`config.mk`:
```
export PLATFORM = sky130hd
export DESIGN_NAME = klingon_seg_decoder_flat
export DESIGN_NICKNAME = d
export VERILOG_FILES = /design/src/rtl/klingon_pkg.sv /design/src/rtl/klingon_seg_decoder_if.sv /design/src/rtl/klingon_seg_lookup.sv /design/src/rtl/klingon_seg_decoder.sv /design/src/flat_wrapper.sv
export SDC_FILE = /design/constraint.sdc
export NUM_CORES = 1
export LEC_CHECK = 0
export CORE_ASPECT_RATIO = 0.5
export CORE_MARGIN = 2
export CORE_UTILIZATION = 40
export CTS_BUF_LIST = sky130_fd_sc_hd__clkbuf_2 sky130_fd_sc_hd__clkbuf_4 sky130_fd_sc_hd__clkbuf_8
export CTS_CLUSTER_SIZE = 28
export DETAILED_ROUTE_END_ITERATION = 6
export MAX_ROUTING_LAYER = met4
export PLACE_DENSITY = 0.66
export REMOVE_ABC_BUFFERS = 1
export SLEW_MARGIN = 20
export SYNTH_ARGS = -nofsm -noshare
export SYNTH_HDL_FRONTEND = slang
export SYNTH_HIERARCHICAL = 1
export SYNTH_SLANG_ARGS = --single-unit
```
`constraint.sdc`:
```
create_clock -name clk -period 2.4 [get_ports clk]
set_clock_uncertainty 0.05 [all_clocks]
set_input_delay 0.6 -clock clk [delete_from_list [all_inputs] [get_ports clk]]
set_output_delay 0.6 -clock clk [all_outputs]
set_load 0.1 [all_outputs]
```
`src/rtl/klingon_pkg.sv`:
```
// Shared Klingon segment definitions: digit glyph table, blank separator, decoder FSM states.
// The glyph table is the same one the encoder drives; it must stay one-to-one and never contain blank.
package klingon_pkg;

    localparam logic [6:0] SEG_BLANK = 7'b0000000;

    localparam logic [6:0] KLINGON_SEG [0:9] = '{
        7'b0001000, 7'b0110000, 7'b1001001, 7'b0110110, 7'b1100011,
        7'b0011101, 7'b1010101, 7'b0101110, 7'b1111001, 7'b0111111
    };

    typedef enum logic [1:0] {
        ARMED  = 2'd0,
        TRACK  = 2'd1,
        LOCKED = 2'd2
    } state_t;

endpackage

```
`src/rtl/klingon_seg_decoder_if.sv`:
```
// Segment-in / BCD-word-out bundle of the Klingon segment decoder.
// master = pattern source and word consumer, slave = decoder.
interface klingon_seg_decoder_if #(
    parameter int NUM_DIGITS = 4
);
    logic [6:0]              seg_in;
    logic [4*NUM_DIGITS-1:0] word_data;
    logic                    word_valid;
    logic                    word_ready;
    logic                    digit_err;
    logic                    overrun;
    logic [2:0]              digit_cnt;

    modport master (
        output seg_in, word_ready,
        input  word_data, word_valid, digit_err, overrun, digit_cnt
    );

    modport slave (
        input  seg_in, word_ready,
        output word_data, word_valid, digit_err, overrun, digit_cnt
    );
endinterface

```
`src/rtl/klingon_seg_lookup.sv`:
```
// Purpose: maps a 7-bit Klingon glyph back to its digit; hit=0 for blank or unknown glyphs.
// Latency: combinational.
// Backpressure: none.
module klingon_seg_lookup
    import klingon_pkg::*;
(
    input  logic [6:0] seg,
    output logic       hit,
    output logic [3:0] digit
);

    always_comb begin
        hit   = 1'b0;
        digit = 4'd0;
        for (int i = 0; i < 10; i++) begin
            if (seg == KLINGON_SEG[i]) begin
                hit   = 1'b1;
                digit = 4'(i);
            end
        end
    end

endmodule

```
`src/rtl/klingon_seg_decoder.sv`:
```
// Purpose: debounces Klingon glyphs, decodes them and packs digits MSB-first into BCD words (KLINGON_DEC_STRICT_EN: bad glyph also flushes the partial word).
// Latency: digit accepted STABLE_CYCLES-1 edges after the first registered sample; word_valid rises on the final digit's edge.
// Backpressure: single output register; a word completing while it is full and not taken is dropped with an overrun pulse.
module klingon_seg_decoder
    import klingon_pkg::*;
#(
    parameter int NUM_DIGITS    = 4,
    parameter int STABLE_CYCLES = 3
) (
    input  logic                 clk,
    input  logic                 reset,
    klingon_seg_decoder_if.slave bus
);

    localparam int W = 4 * NUM_DIGITS;

    logic [6:0]   s_q;
    logic [3:0]   cnt;
    logic [3:0]   cnt_nxt;
    state_t       state;
    state_t       state_nxt;
    logic         accept;
    logic         hit;
    logic [3:0]   digit;
    logic [W-1:0] asm_q;
    logic [W-1:0] asm_shift;
    logic [2:0]   digit_cnt_q;
    logic [3:0]   digit_cnt_inc;
    logic         complete;
    logic         handshake;
    logic [W-1:0] word_q;
    logic         word_valid_q;
    logic         digit_err_q;
    logic         overrun_q;

    klingon_seg_lookup u_lookup (
        .seg   (s_q),
        .hit   (hit),
        .digit (digit)
    );

    // cnt is the run length of s_q including the sample being taken now.
    always_comb begin
        cnt_nxt = cnt;
        if (bus.seg_in == SEG_BLANK) begin
            cnt_nxt = 4'd0;
        end else if (bus.seg_in != s_q) begin
            cnt_nxt = 4'd1;
        end else if (cnt != 4'hF) begin
            cnt_nxt = cnt + 4'd1;
        end
    end

    always_ff @(posedge clk) begin
        if (reset) begin
            s_q <= SEG_BLANK;
            cnt <= 4'd0;
        end else begin
            s_q <= bus.seg_in;
            cnt <= cnt_nxt;
        end
    end

    always_ff @(posedge clk) begin
        if (reset) begin
            state <= ARMED;
        end else begin
            state <= state_nxt;
        end
    end

    always_comb begin
        state_nxt = state;
        case (state)
            ARMED: begin
                if (accept)                 state_nxt = LOCKED;
                else if (s_q != SEG_BLANK)  state_nxt = TRACK;
            end
            TRACK: begin
                if (accept)                 state_nxt = LOCKED;
                else if (s_q == SEG_BLANK)  state_nxt = ARMED;
            end
            LOCKED: begin
                if (s_q == SEG_BLANK)       state_nxt = ARMED;
            end
            default:                        state_nxt = ARMED;
        endcase
    end

    // The run reaches its threshold on this edge; with STABLE_CYCLES >= 2 that implies seg_in == s_q.
    always_comb begin
        accept = (state != LOCKED) && (cnt_nxt == 4'(STABLE_CYCLES));
    end

    assign asm_shift     = (asm_q << 4) | W'(digit);
    assign digit_cnt_inc = {1'b0, digit_cnt_q} + 4'd1;
    assign complete      = accept && hit && (digit_cnt_inc == 4'(NUM_DIGITS));
    assign handshake     = word_valid_q && bus.word_ready;

    always_ff @(posedge clk) begin
        if (reset) begin
            asm_q        <= '0;
            digit_cnt_q  <= 3'd0;
            word_q       <= '0;
            word_valid_q <= 1'b0;
            digit_err_q  <= 1'b0;
            overrun_q    <= 1'b0;
        end else begin
            digit_err_q <= accept && !hit;
            overrun_q   <= 1'b0;
            if (complete) begin
                asm_q       <= '0;
                digit_cnt_q <= 3'd0;
                if (!word_valid_q || bus.word_ready) begin
                    word_q       <= asm_shift;
                    word_valid_q <= 1'b1;
                end else begin
                    overrun_q <= 1'b1;
                end
            end else begin
                if (accept && hit) begin
                    asm_q       <= asm_shift;
                    digit_cnt_q <= digit_cnt_inc[2:0];
                end
`ifdef KLINGON_DEC_STRICT_EN
                else if (accept) begin
                    asm_q       <= '0;
                    digit_cnt_q <= 3'd0;
                end
`endif
                if (handshake) begin
                    word_valid_q <= 1'b0;
                end
            end
        end
    end

    assign bus.word_data  = word_q;
    assign bus.word_valid = word_valid_q;
    assign bus.digit_err  = digit_err_q;
    assign bus.overrun    = overrun_q;
    assign bus.digit_cnt  = digit_cnt_q;

endmodule

```
`src/flat_wrapper.sv`:
```
// flat-port wrapper written by rule: the top's interface ports become plain ports
module klingon_seg_decoder_flat import klingon_pkg::*;
#(
    parameter int NUM_DIGITS    = 4,
    parameter int STABLE_CYCLES = 3
)
  (clk, reset, bus_seg_in, bus_word_ready, bus_word_data, bus_word_valid, bus_digit_err, bus_overrun, bus_digit_cnt);
  klingon_seg_decoder_if #(.NUM_DIGITS(NUM_DIGITS)) bus_i ();
  input  logic clk;
  input  logic reset;
  input wire logic [$bits(bus_i.seg_in)-1:0] bus_seg_in;
  input wire logic [$bits(bus_i.word_ready)-1:0] bus_word_ready;
  output wire logic [$bits(bus_i.word_data)-1:0] bus_word_data;
  output wire logic [$bits(bus_i.word_valid)-1:0] bus_word_valid;
  output wire logic [$bits(bus_i.digit_err)-1:0] bus_digit_err;
  output wire logic [$bits(bus_i.overrun)-1:0] bus_overrun;
  output wire logic [$bits(bus_i.digit_cnt)-1:0] bus_digit_cnt;
  assign bus_i.seg_in = bus_seg_in;
  assign bus_i.word_ready = bus_word_ready;
  assign bus_word_data = bus_i.word_data;
  assign bus_word_valid = bus_i.word_valid;
  assign bus_digit_err = bus_i.digit_err;
  assign bus_overrun = bus_i.overrun;
  assign bus_digit_cnt = bus_i.digit_cnt;
  klingon_seg_decoder #(.NUM_DIGITS(NUM_DIGITS), .STABLE_CYCLES(STABLE_CYCLES)) u_core (.clk(clk), .reset(reset), .bus(bus_i));
endmodule
```
==> results.yml <==
timing:
  max_slew_margin: 0.6409
  max_freq_ghz: 0.4340
  slew_viol_final: 0
  hold_violations: 0
  setup_violations: 0
  fin_crit_ns: 2.304
  tightest_slew_ns: 0.5345
  fin_ws_ns: 0.09605
  finalSetupTns_ns: 0
  period_share: 0.9600
power_and_ir_drop:
  internal_power_w: 0.001171
  pwr-share-seq: 0.522
  ir_drop_mv: 0.3578
  swShare: 0.2372
  p_switching_w: 0.0003639
  p_per_area_nw_per_um2: 503.9
  p_clk_frac: 0.388
  pwr-share-comb: 0.090
  p_leak_nw: 1.115
yosys:
  synth_ff_type: "dfxtp_1"
  synth.area.top_cells: "dfxtp_1, nand2b_1, mux2i_1"
  synth_xor_area_frac: 0.03351
  ys_ff_latch: 47
  synthAdderAreaFrac: 0.01596
  synth-compound-area-share: 0.1117
  ys_seq_area_frac: 0.4000
  synth_mux_area_frac: 0.07713
  syn-cell-area_um2: 2352
  ys.warnings.count: 6
  synth.most_common_cell: "dfxtp_1"
  yosys.area.top_type: "dfxtp_1"
  synth_top_area_frac: 0.4000
  synth_cells: 261
  async_flop_share: 0
  syn_avg_cell_area_um2: 9.012
  netlist_top_cells_count: "dfxtp_1, nand2b_1, a21oi_1"
  yosys.area_share.simple: 0.3128
  ys_types: 44
  synth_top_family_by_area: "simple AND/OR/NAND/NOR gates"
  synth_edf_count: 0
clock_network:
  clock_path_buffers: 2
  cts_made_buffers: 5
  root_buffer: "clkbuf_8"
  clk_pin_slew_ns: 0.09
  cts_sinks: 47
  clk_latency_ns: 0.31
  cts_tree: "built"
  ctsHoldBuffers: 0
  h-tree-depth: 2
grt:
  grt_max_degree: 50
  grt-ovfl-total: 0
  grt_pass1_wl_mm: 8.680
  grt_pass1_vias: 1904
  grtUsageTotal: 0.1684
  antenna_found_initial: 0
critical_path:
  reg2reg_to: "u_core/bus.word_valid$_SDFFE_PP0P_"
  cp-start-kind: "flop"
  path_class: "reg2reg"
  cpPeakStageDelay_ns: 0.38
  slowest_stage: "dfxtp_4"
  critPathMaxFanout: 15
  cp-end-kind: "flop"
  critPathLaunch: "u_core/s_q[1]$_SDFF_PP0_"
  path_cells: "or3b_1 -> a21oi_2 -> a21oi_1 -> nand4_1 -> nand4_1 -> buf_4 -> buf_4 -> or3_4 -> a21oi_1"
  critPathRequiredTime_ns: 2.59
  worstPathArrival_ns: 2.50
  cp-endpoint: "u_core/bus.word_valid$_SDFFE_PP0P_"
  reg2reg_depth: 9
  ff2ff_setup_slack_ns: 0.1
  reg2reg_from: "u_core/s_q[1]$_SDFF_PP0_"
route:
  wl_per_cell_um: 13.87
  drt_drc_violations_left: 0
  dr.first_iter.drc_count: 75
  routed_wl_mm: 5.311
  vias: 2021
  final_antenna_net_count: 0
  firstDrtPassIters: 4
  vias_per_cell: 5.277
cells_and_area:
  nets: 322
  area_growth_pct: 29.47
  design_area_um2: 3045
  antenna_cells: 0
  fillers: 514
  layout-drive-gt1-share: 0.2645
floorplanning:
  die_area_um2: 6547
  coreArea_um2: 5587
  io_pins: 32
  num_rows: 19
  initial_core_util: 0.4211
  die_y_um: 58.23
  die_w_um: 112.5
run:
  drv_cap: 0
place:
  globalplace.congestion: 0.7389
  portBuffers: 31
  postPlaceCellArea_um2: 2779
  pre_cts_slack_ns: -0.4947
  detailed_place_hpwl_mm: 3.499
run_status:
  run_status: "completed"
hold_path:
  hold_class: "reg2reg"
area by class of cell:
cell class / instances / area, µm² / area share
clock buffers: 5 / 68.82 / 0.02260
clock inverters: 3 / 46.29 / 0.01520
multi-input cells: 195 / 1355 / 0.4449
flip-flops and latches: 47 / 954.7 / 0.3135
well taps: 73 / 91.34 / 0.02999
repair buffers: 60 / 529.3 / 0.1738
layout by cell type, fill, tap and decap left out, types with 3 or more instances in the layout:
cell type / synthesis / routed
a21oi_1: 21 / 21
buf_12: 1 / 3
buf_4: 0 / 44
clkbuf_2: 0 / 3
clkbuf_8: 0 / 5
clkdlybuf4s50_1: 0 / 3
dfxtp_1: 47 / 42
dfxtp_4: 0 / 3
mux2i_1: 17 / 16
nand2_1: 8 / 8
nand2b_1: 36 / 36
nand3b_1: 3 / 3
nand4_1: 16 / 16
nor2_1: 13 / 12
nor2b_1: 8 / 8
nor3_1: 9 / 8
nor4_1: 5 / 5
o21ai_0: 11 / 11
o21ai_1: 5 / 5
xor2_1: 7 / 6
per-stage QoR:
stage	instances	hold slack [ns]	utilization	total power, W
floorplan	242	0.3551	-	0.0008756
global placement	367	0.3678	0.4974	0.0009396
detailed placement	367	0.4036	0.4974	0.0009431
CTS	379	0.4160	0.5286	0.001537
global route	383	0.4298	0.5451	0.001595
finish	383	0.4056	0.5451	0.001535
state kept, by name, indices dropped and copies added (netlist names):
| signal | cells |
|---|---|
| u_core/bus.digit_err | 1 |
| u_core/bus.word_valid | 1 |
| u_core/s_q | 7 |
| u_core/bus.digit_cnt | 3 |
| u_core/cnt | 4 |
| u_core/state | 2 |
| u_core/bus.overrun | 1 |
| u_core/asm_q | 12 |
| u_core/bus.word_data | 16 |
logic make-up after synthesis:
logic type,count (synthesis)
buffers and inverters,19
AND/OR/NAND/NOR,119
adder cells (fa/ha/maj),3
multiplexers,18
flip-flops,47
XOR/XNOR,9
AO/OA/AOI/OAI,46
critical path: cells and delay by family (launching register included):
family / cells / cell delay (ns)
AND/OR/NAND/NOR: 4 / 1.07
flip-flops: 1 / 0.38
buffers and inverters: 2 / 0.36
AO/OA/AOI/OAI: 3 / 0.36
power by group through the flow:
stage / clock network [W] / registers, W / logic, W
2_1_floorplan: 0 / 0.000821 / 0.0000543
5_1_grt: 0.000642 / 0.000803 / 0.000149
6_report: 0.000595 / 0.000802 / 0.000137
4_1_cts: 0.000611 / 0.000802 / 0.000124
3_3_place_gp: 0 / 0.000819 / 0.000120
3_5_place_dp: 0 / 0.000820 / 0.000123
worst min-delay path by stage:
| stage | end | cells after the start | slack (ns) | startpoint |
|---|---|---|---|---|
| floorplan | u_core/state[0]$_SDFFE_PP0P_ | 1 | 0.36 | u_core/state[1]$_SDFFE_PP0P_ |
| global route | u_core/state[0]$_SDFFE_PP0P_ | 1 | 0.43 | u_core/state[1]$_SDFFE_PP0P_ |
| finish | u_core/state[0]$_SDFFE_PP0P_ | 1 | 0.41 | u_core/state[1]$_SDFFE_PP0P_ |
| detailed placement | u_core/state[0]$_SDFFE_PP0P_ | 1 | 0.40 | u_core/state[1]$_SDFFE_PP0P_ |
| global placement | u_core/state[0]$_SDFFE_PP0P_ | 1 | 0.37 | u_core/state[1]$_SDFFE_PP0P_ |
| CTS | u_core/state[0]$_SDFFE_PP0P_ | 1 | 0.42 | u_core/state[1]$_SDFFE_PP0P_ |
metal layers:
| layer | share of wire | routed length (µm) | track usage |
|---|---|---|---|
| met5 | 0 | 0 | - |
| met4 | 0.0068 | 36 | 0.03136 |
| met3 | 0.043 | 228 | 0.04707 |
| met2 | 0.49 | 2579 | 0.2788 |
| met1 | 0.46 | 2467 | 0.2109 |
timing repair:
| action | 4_1_cts | 5_1_grt |
|---|---|---|
| endpoints found under the setup margin | 18 | 28 |
| resized for setup | 9 | 24 |
| pin swaps | 5 | 8 |
| buffers inserted | 3 | 4 |
| cloned | 1 | 0 |
(Power assumes the default switching activity.)
